$ cat src/rtl/angle_step_gen_360.sv
// Degree-domain phase accumulator feeding a 360-entry cos/sin table: bursts of N angles or a continuous stream.
// Optional build macro ANGLE_GEN_PHASE_OFFSET_EN adds a per-cycle output phase offset (offset_i).
module angle_step_gen_360 #(
  parameter int FRAC_BITS = 8,
  parameter int CNT_W     = 16
) (
  input  logic                   clk_in,
  input  logic                   rst_in,
`ifdef ANGLE_GEN_PHASE_OFFSET_EN
  input  logic [8:0]             offset_i,
`endif
  input  logic                   start_i,
  input  logic                   stop_i,
  input  logic [9+FRAC_BITS-1:0] step_i,
  input  logic [8:0]             phase_i,
  input  logic [CNT_W-1:0]       count_i,
  output logic [8:0]             angle_o,
  output logic                   valid_o,
  output logic                   wrap_o,
  output logic                   busy_o,
  output logic                   done_o,
  output logic                   err_o
);

  localparam int ACC_W = 9 + FRAC_BITS;
  localparam logic [ACC_W:0] MOD = (ACC_W+1)'(360) << FRAC_BITS;

  typedef enum logic {IDLE, RUN} state_t;

  state_t             state_q, state_d;
  logic [ACC_W-1:0]   acc_q, acc_d;
  logic               acc_wrap_q, acc_wrap_d;
  logic [CNT_W-1:0]   cnt_q, cnt_d;
  logic [ACC_W-1:0]   step_q, step_d;
  logic [CNT_W-1:0]   count_q, count_d;
  logic [8:0]         angle_d;
  logic               valid_d, wrap_d, done_d, err_d;

  logic               start_bad;
  logic [ACC_W-1:0]   acc_src, step_src, acc_next;
  logic [ACC_W:0]     sum;
  logic               sum_wrap;
  logic [8:0]         angle_raw, angle_val;
  logic               last_sample;

  assign start_bad = (step_i[ACC_W-1:FRAC_BITS] >= 9'd360) || (phase_i >= 9'd360);

  // The accumulator runs one step ahead of angle_o: on accept the start phase is
  // emitted directly and acc already holds phase + step.
  assign acc_src  = (state_q == IDLE) ? {phase_i, {FRAC_BITS{1'b0}}} : acc_q;
  assign step_src = (state_q == IDLE) ? step_i : step_q;
  assign sum      = {1'b0, acc_src} + {1'b0, step_src};
  assign sum_wrap = (sum >= MOD);
  assign acc_next = sum_wrap ? ACC_W'(sum - MOD) : sum[ACC_W-1:0];

  assign angle_raw = acc_src[ACC_W-1:FRAC_BITS];

`ifdef ANGLE_GEN_PHASE_OFFSET_EN
  logic [8:0] off_red;
  logic [9:0] angle_sum;
  assign off_red   = (offset_i >= 9'd360) ? 9'(offset_i - 9'd360) : offset_i;
  assign angle_sum = {1'b0, angle_raw} + {1'b0, off_red};
  assign angle_val = (angle_sum >= 10'd360) ? 9'(angle_sum - 10'd360) : angle_sum[8:0];
`else
  assign angle_val = angle_raw;
`endif

  assign last_sample = (count_q != '0) && (cnt_q == count_q);
  assign busy_o      = (state_q == RUN);

  always_comb begin
    state_d    = state_q;
    acc_d      = acc_q;
    acc_wrap_d = acc_wrap_q;
    cnt_d      = cnt_q;
    step_d     = step_q;
    count_d    = count_q;
    angle_d    = angle_o;
    valid_d    = 1'b0;
    wrap_d     = 1'b0;
    done_d     = 1'b0;
    err_d      = 1'b0;
    case (state_q)
      IDLE: begin
        if (start_i) begin
          if (start_bad) begin
            err_d = 1'b1;
          end else begin
            state_d    = RUN;
            step_d     = step_i;
            count_d    = count_i;
            acc_d      = acc_next;
            acc_wrap_d = sum_wrap;
            cnt_d      = CNT_W'(1);
            angle_d    = angle_val;
            valid_d    = 1'b1;
          end
        end
      end
      RUN: begin
        // stop and count-reached share one exit path, so they yield a single done pulse
        if (stop_i || last_sample) begin
          state_d = IDLE;
          done_d  = 1'b1;
        end else begin
          angle_d    = angle_val;
          valid_d    = 1'b1;
          wrap_d     = acc_wrap_q;
          acc_d      = acc_next;
          acc_wrap_d = sum_wrap;
          cnt_d      = cnt_q + CNT_W'(1);
        end
      end
      default: state_d = IDLE;
    endcase
  end

  always_ff @(posedge clk_in) begin
    if (rst_in) begin
      state_q    <= IDLE;
      acc_q      <= '0;
      acc_wrap_q <= 1'b0;
      cnt_q      <= '0;
      step_q     <= '0;
      count_q    <= '0;
      angle_o    <= '0;
      valid_o    <= 1'b0;
      wrap_o     <= 1'b0;
      done_o     <= 1'b0;
      err_o      <= 1'b0;
    end else begin
      state_q    <= state_d;
      acc_q      <= acc_d;
      acc_wrap_q <= acc_wrap_d;
      cnt_q      <= cnt_d;
      step_q     <= step_d;
      count_q    <= count_d;
      angle_o    <= angle_d;
      valid_o    <= valid_d;
      wrap_o     <= wrap_d;
      done_o     <= done_d;
      err_o      <= err_d;
    end
  end

endmodule
$ cat config.mk
export PLATFORM = sky130hd
export DESIGN_NAME = angle_step_gen_360
export DESIGN_NICKNAME = d
export VERILOG_FILES = /design/src/rtl/angle_step_gen_360.sv
export SDC_FILE = /design/constraint.sdc
export NUM_CORES = 1
export LEC_CHECK = 0
export ABC_AREA = 1
export ABC_CLOCK_PERIOD_IN_PS = 7650
export BUFFER_PORTS_ARGS = -buffer_cell sky130_fd_sc_hd__buf_2
export CAP_MARGIN = 30
export CORE_ASPECT_RATIO = 1.1
export CORE_UTILIZATION = 23
export DETAILED_ROUTE_END_ITERATION = 16
export SLEW_MARGIN = 40
export SYNTH_ARGS = -nofsm -noshare
export SYNTH_HDL_FRONTEND = slang
export SYNTH_SLANG_ARGS = --single-unit
$ cat constraint.sdc
create_clock -name clk_in -period 7.65 [get_ports clk_in]
set_input_delay 0 -clock clk_in [delete_from_list [all_inputs] [get_ports clk_in]]
set_output_delay 0 -clock clk_in [all_outputs]
set_load 0.02 [all_outputs]
# --- Yosys cells after proc, flatten, opt, wreduce, memory -nomap -nowiden ---
# Index checks and enable logic that the tools add are counted.
totals:
  regBits: 80
  inputBits: 46
  out_inout_bits: 14
op_classes:
  magnitude_cmp: 3
  mux: 25
  bitwise_logic: 3
  add_sub_neg: 3
  eq_ne: 4
  reduce_logical: 9
ops:
  columns: ["cell", "count"]
  rows:
  - ["$mux 17", 6]
  - ["$mux 16", 3]
  - ["$pmux 17 s2", 1]
  - ["$pmux 16 s2", 1]
  - ["$mux 9", 3]
  - ["$add 17x17->18", 1]
  - ["$ge 18x17->1 const B", 1]
  - ["$ge 9x9->1 const B", 2]
  - ["$pmux 9 s2", 1]
  - ["$sub 17x17->17 const B", 1]
  - ["$add 16x1->16 const B", 1]
  - ["$eq 16x16->1", 1]
  - ["$reduce_bool 16->1", 1]
  - ["$mux 1", 8]
  - ["$ne 2x2->1 const B", 3]
  - ["$reduce_and 3->1", 2]
  - ["$reduce_or 3->1", 2]
  - ["$pmux 1 s2", 2]
  - ["$not 1->1", 3]
  - ["$logic_or 1x1->1", 2]
  - ["$reduce_or 2->1", 1]
  - ["$logic_and 1x1->1", 1]

# --- Longest topological paths before layout ---
# Gate-level depths: netlist of run 1.
logic_depth:
  depth_word: 7
  ltp_mapped: 25
  depth_no_buf: 23

# --- Worst setup path before layout of run 1 ---
# Ideal clock, no wire load.
synth_path:
  path_kind: "reg2reg"
  from: "reg state_q, in the netlist busy_o"
  to: "reg acc_q[15]"
  setup_time_ns: 0.119
  period_less_slack_ns: 3.258
  path_slack_ns: 4.392
  required_ns: 7.531
  t_arrival_ns: 3.138
  stages_incl_launch_ff: 25
  path_cell_list: "dfxtp_1 -> clkbuf_1 -> inv_1 -> clkbuf_1 -> clkbuf_1 -> o21ai_0 -> ha_1 -> inv_1 -> fa_1 -> inv_1 -> nand2_1 -> nand2_1 -> nand3_1 -> nand2_1 -> nand2_1 -> nand2_1 -> nand2_1 -> nand2_2 -> nand2_2 -> nor2_2 -> nand2_2 -> nand2_4 -> nand2_1 -> nand2_1 -> a21oi_1"
synth_between:
  elab_chain_cells: 7
  word_cells_on_any_way: 15
  cone_classes: "2 x add/sub; 1 x order compare; 3 x eq/ne; 7 x mux; 1 x bitwise; 1 x reduce/logical"
synth_lines:
  columns: ["item", "line", "text"]
  rows:
  - ["from (decl)", "30", "state_t state_q, state_d;"]
  - ["from (signal assigned)", "132", "state_q <= state_d;"]
  - ["$mux 17 (on tied branches)", "50, 51", null]
  - ["$add 17x17->18", "52", "assign sum = {1'b0, acc_src} + {1'b0, step_src};"]
  - ["$sub 17x17->17 / $ge 18x17->1 (equally long branches)", "54, 53", null]
  - ["$mux 17", "54", "assign acc_next = sum_wrap ? ACC_W'(sum - MOD) : sum[ACC_W-1:0];"]
  - ["$mux 17", "86", "if (start_bad) begin"]
  - ["$mux 17", "85", "if (start_i) begin"]
  - ["$pmux 17 s2", "83", "case (state_q)"]
  - ["to (signal assigned)", "121", "acc_q <= '0;"]
  - ["to (signal assigned)", "133", "acc_q <= acc_d;"]
  - ["to (decl)", "31", "logic [ACC_W-1:0] acc_q, acc_d;"]
# Several ways; a longest one is shown, not always the timed one. The select of a mux whose other input is x is not followed.
# A chain may end at the register's enable or synchronous reset.

# --- Worst setup path in the final report of run 1 ---
layout_path:
  from: "reg state_q, in the netlist busy_o"
  to: "reg acc_q[14]"
layout_between:
  elab_chain_cells: 7
  word_cells_on_any_way: 15
  cone_classes: "2 x add/sub; 1 x order compare; 3 x eq/ne; 7 x mux; 1 x bitwise; 1 x reduce/logical"
layout_lines:
  columns: ["item", "line", "text"]
  rows:
  - ["$mux 17 *", "50", "assign acc_src = (state_q == IDLE) ? {phase_i, {FRAC_BITS{1'b0}}} : acc_q;"]
  - ["named net acc_src[14]", "40", "logic [ACC_W-1:0] acc_src, step_src, acc_next;"]
  - ["$add 17x17->18 *", "52", null]
  - ["$sub 17x17->17 / $ge 18x17->1 (equally long branches)", "54, 53", null]
  - ["$mux 17 *", "54", null]
  - ["$mux 17", "86", null]
  - ["$mux 17", "85", null]
  - ["$pmux 17 s2 *", "83", null]
# Mark *: on every way through the listed nets, which the timed path passes. The rest lies on a longest branch. The select of a mux whose other input is x is not followed.

==> results of run 1 <==
[final cells by class]
| type | count | area [um^2] |
|---|---|---|
| multi-input combinational | 587 | 2899 |
| timing repair buffer | 96 | 658.1 |
| tap | 290 | 362.8 |
| inverter | 127 | 479.2 |
| fill | 2427 | 15260 |
| clock buffer | 9 | 225.2 |
| clock inverter | 7 | 96.34 |
| sequential | 80 | 1602 |
[worst paths after layout]
check,endpoint,depth (start not counted),slack [ns]
max,acc_q[14],16,4.27
min,count_q[15],3,0.007
max reg2reg,acc_q[14],16,4.27
min reg2reg,step_q[8],2,0.45
[layout by cell type (no fill, tap or decap), types with 11 or more instances in the layout]
master,n
buf_2,59
inv_1,119
o21ai_0,83
a21oi_1,69
dfxtp_1,80
nand3_1,39
dlygate4sd3_1,34
ha_1,18
nor2_1,66
nand2_1,238
xor2_1,11
[timing repair]
action,4_1_cts,5_1_grt
hold endpoints to repair,35,0
hold buffers,34,0
gates resized for setup,0,0
[where the power goes]
part	leakage [uW]	switching, uW	internal (uW)
combinational	0.00222	212	118
sequential	0.000656	16.0	450
clock	0.000159	181	286
[sequential cells by signal, summed over array words and instances, names as in the netlist]
register / count
err_o: 1
step_q: 17
count_q: 16
busy_o: 1
cnt_q: 16
wrap_o: 1
angle_o: 9
done_o: 1
acc_wrap_q: 1
acc_q: 17
[logic make-up after synthesis]
| group | count (synthesis) |
|---|---|
| and+or+nand+nor | 393 |
| buffers and inverters | 156 |
| adders and majority gates | 19 |
| AOI/OAI and AO/OA | 156 |
| xor gates and xnor gates | 19 |
| DFF | 80 |
[per-layer routing]
layer,GRT usage [%],share of wire [%],up-vias
li1,-,-,2758
met1,15.17,46,2255
met2,22.75,50,63
met3,2.346,3.0,21
met4,4.612,1.7,0
met5,0,0,-
[tightest hold or removal path: stages]
cell     delay, ns
buf_2         0.08
o21ai_0       0.11
a21oi_1       0.12
[metrics by stage]
step | power [uW] | util [%] | setup WS [ns] | hold WS, ns | cells
after floorplan | 715.5 | - | 4.392 | 0.1349 | 823
after global placement | 790.1 | 26.19 | 4.256 | 0.2309 | 1146
after detailed placement | 793.1 | 26.21 | 4.244 | 0.2382 | 1146
after CTS | 1280 | 29.27 | 4.210 | 0.002355 | 1196
after global routing | 1345 | 29.30 | 3.943 | 0.04832 | 1196
final | 1263 | 29.30 | 4.274 | 0.006792 | 1196
==> impl_metrics.yaml, run 1 <==
outcome:
  status: "finished clean"
critical_path:
  critPathKind: "reg2reg"
  cpMaxStageDelayCell: "ha_1"
  crit_arrival_ns: 3.63
  cp_max_fo: 23
  required_ns: 7.90
  crit_path_start_kind: "flip-flop"
  path_cells: "inv_1, buf_4, o21ai_0, ha_1, a21oi_1, nor2_1, nor3_1, nand2_1, a21oi_1, inv_1, a21oi_4, nand2_4, nand2_1, nand3_1, nand2_1, inv_1"
  setup.worst_path.start: "busy_o"
  end_kind: "flip-flop"
  rr_startpoint: "busy_o"
  cp_num_buf_inv: 4
  cp_top_family: "buffers and inverters"
  critPathMaxStageDelay_ns: 0.43
global_route:
  grt_max_degree: 63
  grt.total_usage_pct: 12.76
  grt_pass1_wl_mm: 22.76
  antenna_found_initial: 0
  grt_pass1_vias: 4832
  overflow: 0
timing:
  drv_slew: 0
  rsz0062_at_grt: "false"
  max-slew-margin-rel_pct: 61.93
  final-setup-viol-count: 0
  fin_skew_ns: 0.009192
  max_freq_mhz: 296.2
  worst_slew_pin_slew_ns: 0.5711
  post-route-period-util_pct: 44.13
  setup_tns_ns: 0
  hold_viol_final: 0
  timing.final.crit_period_ns: 3.376
die:
  coreArea_um2: 21580
  initial_core_util_pct: 23.71
  ios: 60
  placement_rows: 56
  die_x_um: 144.2
  fp.dieH_um: 158.4
  die-area_um2: 22850
clock_network:
  cts_tree: "done"
  root_buffer: "clkbuf_16"
  clk_path_buf_depth: 2
  insertion_delay_ns: 0.35
  cts.clk_slew.worst_paths_ns: 0.07
  cts_sinks: 80
  cts_setup_buffers: 0
  cts_buffers: 9
  cts_max_level: 3
yosys:
  yosys.area.top_type: "dfxtp_1"
  ys_seq_area_share_pct: 31.30
  synthArstFlopShare_pct: 0
  yosysTopAreaCellShare_pct: 31.30
  netlist_area_um2: 5116
  synth_xor_area_share_pct: 3.253
  synth_top_family_by_area: "simple AND/OR/NAND/NOR gates"
  synthCells: 823
  synthMuxAreaShare_pct: 0
  yosys-top-cells-area: "dfxtp_1, nand2_1, inv_1, o21ai_0, a21oi_1"
  yosysMostFrequentCell: "nand2_1"
  ys_types: 36
  netlist_top_cells_count: "nand2_1, inv_1, o21ai_0"
  synth-simple-area-share_pct: 32.89
  ys_seq_elements: 80
  synth_fa_ha_area_share_pct: 4.793
  synth_compound_area_share_pct: 15.63
  syn-num-nets: 888
  synth.yosys.warnings: 0
  synth-edff-count: 0
  avgSynthCellArea_um2: 6.216
  synthFlopType: "dfxtp_1"
power_and_ir_drop:
  p_per_area_nw_per_um2: 199.7
  p_leak_uw: 0.003037
  peakVddDrop_mv: 0.1065
place:
  dp.final_hpwl_mm: 10.30
  dpl_cell_area_um2: 5655
  portBuffers: 59
  globalplace.congestion: 0.8373
cells_and_area:
  drive_gt1_share_pct: 12.36
  final_cell_area_um2: 6322
  area_delta_synth_final_pct: 23.58
  n_antenna_cell: 0
  fin_nets: 966
worst_hold_path:
  min_from: "count_i[15]"
  min_path_type: "in2reg"
flow_run:
  drv_cap: 0
detailed_routing:
  routed_wl_mm: 13.78
  firstDrtPassIters: 4
  dr_total_vias: 5097
  drc: 0
  vias_per_cell: 4.262
  ant_nets: 0
  avgRoutedWirePerCell_um: 11.52
  drt_iter0_drc: 312
No activity file was read; power rests on OpenSTA's default activity.
==> run 2: changes to the inputs <==
--- a/config.mk
+++ b/config.mk
@@ -6,7 +6,7 @@
 export NUM_CORES = 1
 export LEC_CHECK = 0
 export ABC_AREA = 1
-export ABC_CLOCK_PERIOD_IN_PS = 7650
+export ABC_CLOCK_PERIOD_IN_PS = 3500
 export BUFFER_PORTS_ARGS = -buffer_cell sky130_fd_sc_hd__buf_2
 export CAP_MARGIN = 30
 export CORE_ASPECT_RATIO = 1.1
==> constraint.sdc (replaced) <==
create_clock -name clk_in -period 3.5 [get_ports clk_in]
set_input_delay 0 -clock clk_in [delete_from_list [all_inputs] [get_ports clk_in]]
set_output_delay 0 -clock clk_in [all_outputs]
set_load 0.02 [all_outputs]
==> impl_metrics.yaml, run 2 (synthesized netlist as in run 1, its figures left out) <==
clock_network:
  cts-hold-fix-buffers: 34
  cts_buffers: 9
  cts_tree: "done"
  insertion_delay_ns: 0.35
  cts_resized: 0
  cts_max_level: 3
  root_buffer: "clkbuf_16"
  clk_path_buf_depth: 2
  cts_setup_buffers: 0
  cts_sinks: 80
  cts.clk_slew.worst_paths_ns: 0.06
detailed_routing:
  ant_nets: 0
  routed_wl_mm: 14.13
  drt_iter0_drc: 285
  dr_total_vias: 5134
  avgRoutedWirePerCell_um: 11.78
  vias_per_cell: 4.278
  drc: 0
  firstDrtPassIters: 5
cells_and_area:
  area_delta_synth_final_pct: 23.75
  fillers: 2433
  fin_nets: 970
  largestRegisters: "acc_q x17, step_q x17"
  mostFrequentLayoutCell: "nand2_1"
  drive_gt1_share_pct: 12.64
  final_cell_mix: "nand2_1, inv_1, o21ai_0, dfxtp_1, a21oi_1"
  n_antenna_cell: 0
flow_run:
  drv_cap: 0
critical_path:
  r2r.worst_path.cells: 22
  setup.worst_path.start: "busy_o"
  end_kind: "flip-flop"
  cp_max_fo: 24
  crit_path_start_kind: "flip-flop"
  crit_arrival_ns: 3.14
  critPathKind: "reg2reg"
  rr_startpoint: "busy_o"
  required_ns: 3.75
global_route:
  antenna_found_initial: 0
  grt_pass1_vias: 4799
  grt.total_usage_pct: 13.07
  grt_max_degree: 62
  overflow: 0
  grt_pass1_wl_mm: 23.13
timing:
  setup_tns_ns: 0
  timing.final.crit_period_ns: 2.888
  drv_slew: 0
  fin_skew_ns: 0.006574
  hold_viol_final: 0
  max-slew-margin-rel_pct: 59.33
  final-setup-viol-count: 0
  rsz0062_at_grt: "false"
  worst_slew_pin_slew_ns: 0.6094
  post-route-period-util_pct: 82.51
  max_freq_mhz: 346.3
  timing.hold.ws_ns: 0.001790
die:
  fp.dieH_um: 158.4
  die-area_um2: 22850
  die_x_um: 144.2
  initial_core_util_pct: 23.71
  placement_rows: 56
  ios: 60
  coreArea_um2: 21580
worst_hold_path:
  hold_path_depth: 3
  min_from: "count_i[15]"
  min_path_type: "in2reg"
place:
  portBuffers: 59
  dp.final_hpwl_mm: 10.42
  globalplace.congestion: 0.8668
power_and_ir_drop:
  p_leak_uw: 0.003044
  peakVddDrop_mv: 0.2230
  power.total_uw: 2740
  p_per_area_nw_per_um2: 432.8
outcome:
  status: "finished clean"
[run 2: per-stage QoR]
stage	setup slack, ns	cells	cell area [um^2]	util, %
final	0.6121	1200	6331	29.34
after global routing	0.2446	1200	6331	29.34
after CTS	0.5959	1200	6331	29.34
after detailed placement	0.6183	1150	5683	26.33
after global placement	0.7138	1150	5683	26.33
after floorplan	0.2424	823	5116	-
[run 2: final cells by class]
class	instances	area, um^2	area share (%)
flip-flops and latches	80	1602	25.30
clock buffers	12	256.5	4.051
multi-input cells	587	2894	45.71
repair buffers	100	688.2	10.87
inverters	127	476.7	7.530
clock inverters	4	51.30	0.8103
well taps	290	362.8	5.731
[run 2: worst max-delay path, cell delays in order (launching register included)]
cell and delay, ns:
dfxtp_1 0.34, inv_1 0.06, buf_4 0.21, o21ai_0 0.18, ha_1 0.23, inv_1 0.07, fa_1 0.39, inv_1 0.08
nand2_1 0.05, nand2_1 0.08, nand3_1 0.07, nand2_1 0.16, nand2_1 0.09, nand2_1 0.06, nand2_1 0.05, nand2_2 0.11
nand2_2 0.06, nor2_2 0.09, nand2_2 0.10, nand3_1 0.10, nand3_1 0.09, nand2_1 0.07, inv_1 0.03
[run 2: worst paths after layout]
check | to | slack [ns]
hold / removal | count_q[15] | 0.002
setup / recovery | acc_q[14] | 0.61
setup reg to reg | acc_q[14] | 0.61
hold reg to reg | step_q[8] | 0.45
[run 2: layer usage]
metal | vias to the layer above | GRT usage (%) | share of wire [%]
met5 | - | 0 | 0
met3 | 12 | 2.617 | 2.7
met2 | 52 | 24.20 | 51
met4 | 0 | 3.308 | 0.70
li1 | 2762 | - | -
met1 | 2308 | 15.19 | 45
[run 2: report_power, final]
group / total [uW] / internal [uW] / switching (uW)
clock network: 993 / 593 / 399
logic: 730 / 262 / 469
registers: 1020 / 983 / 34.6
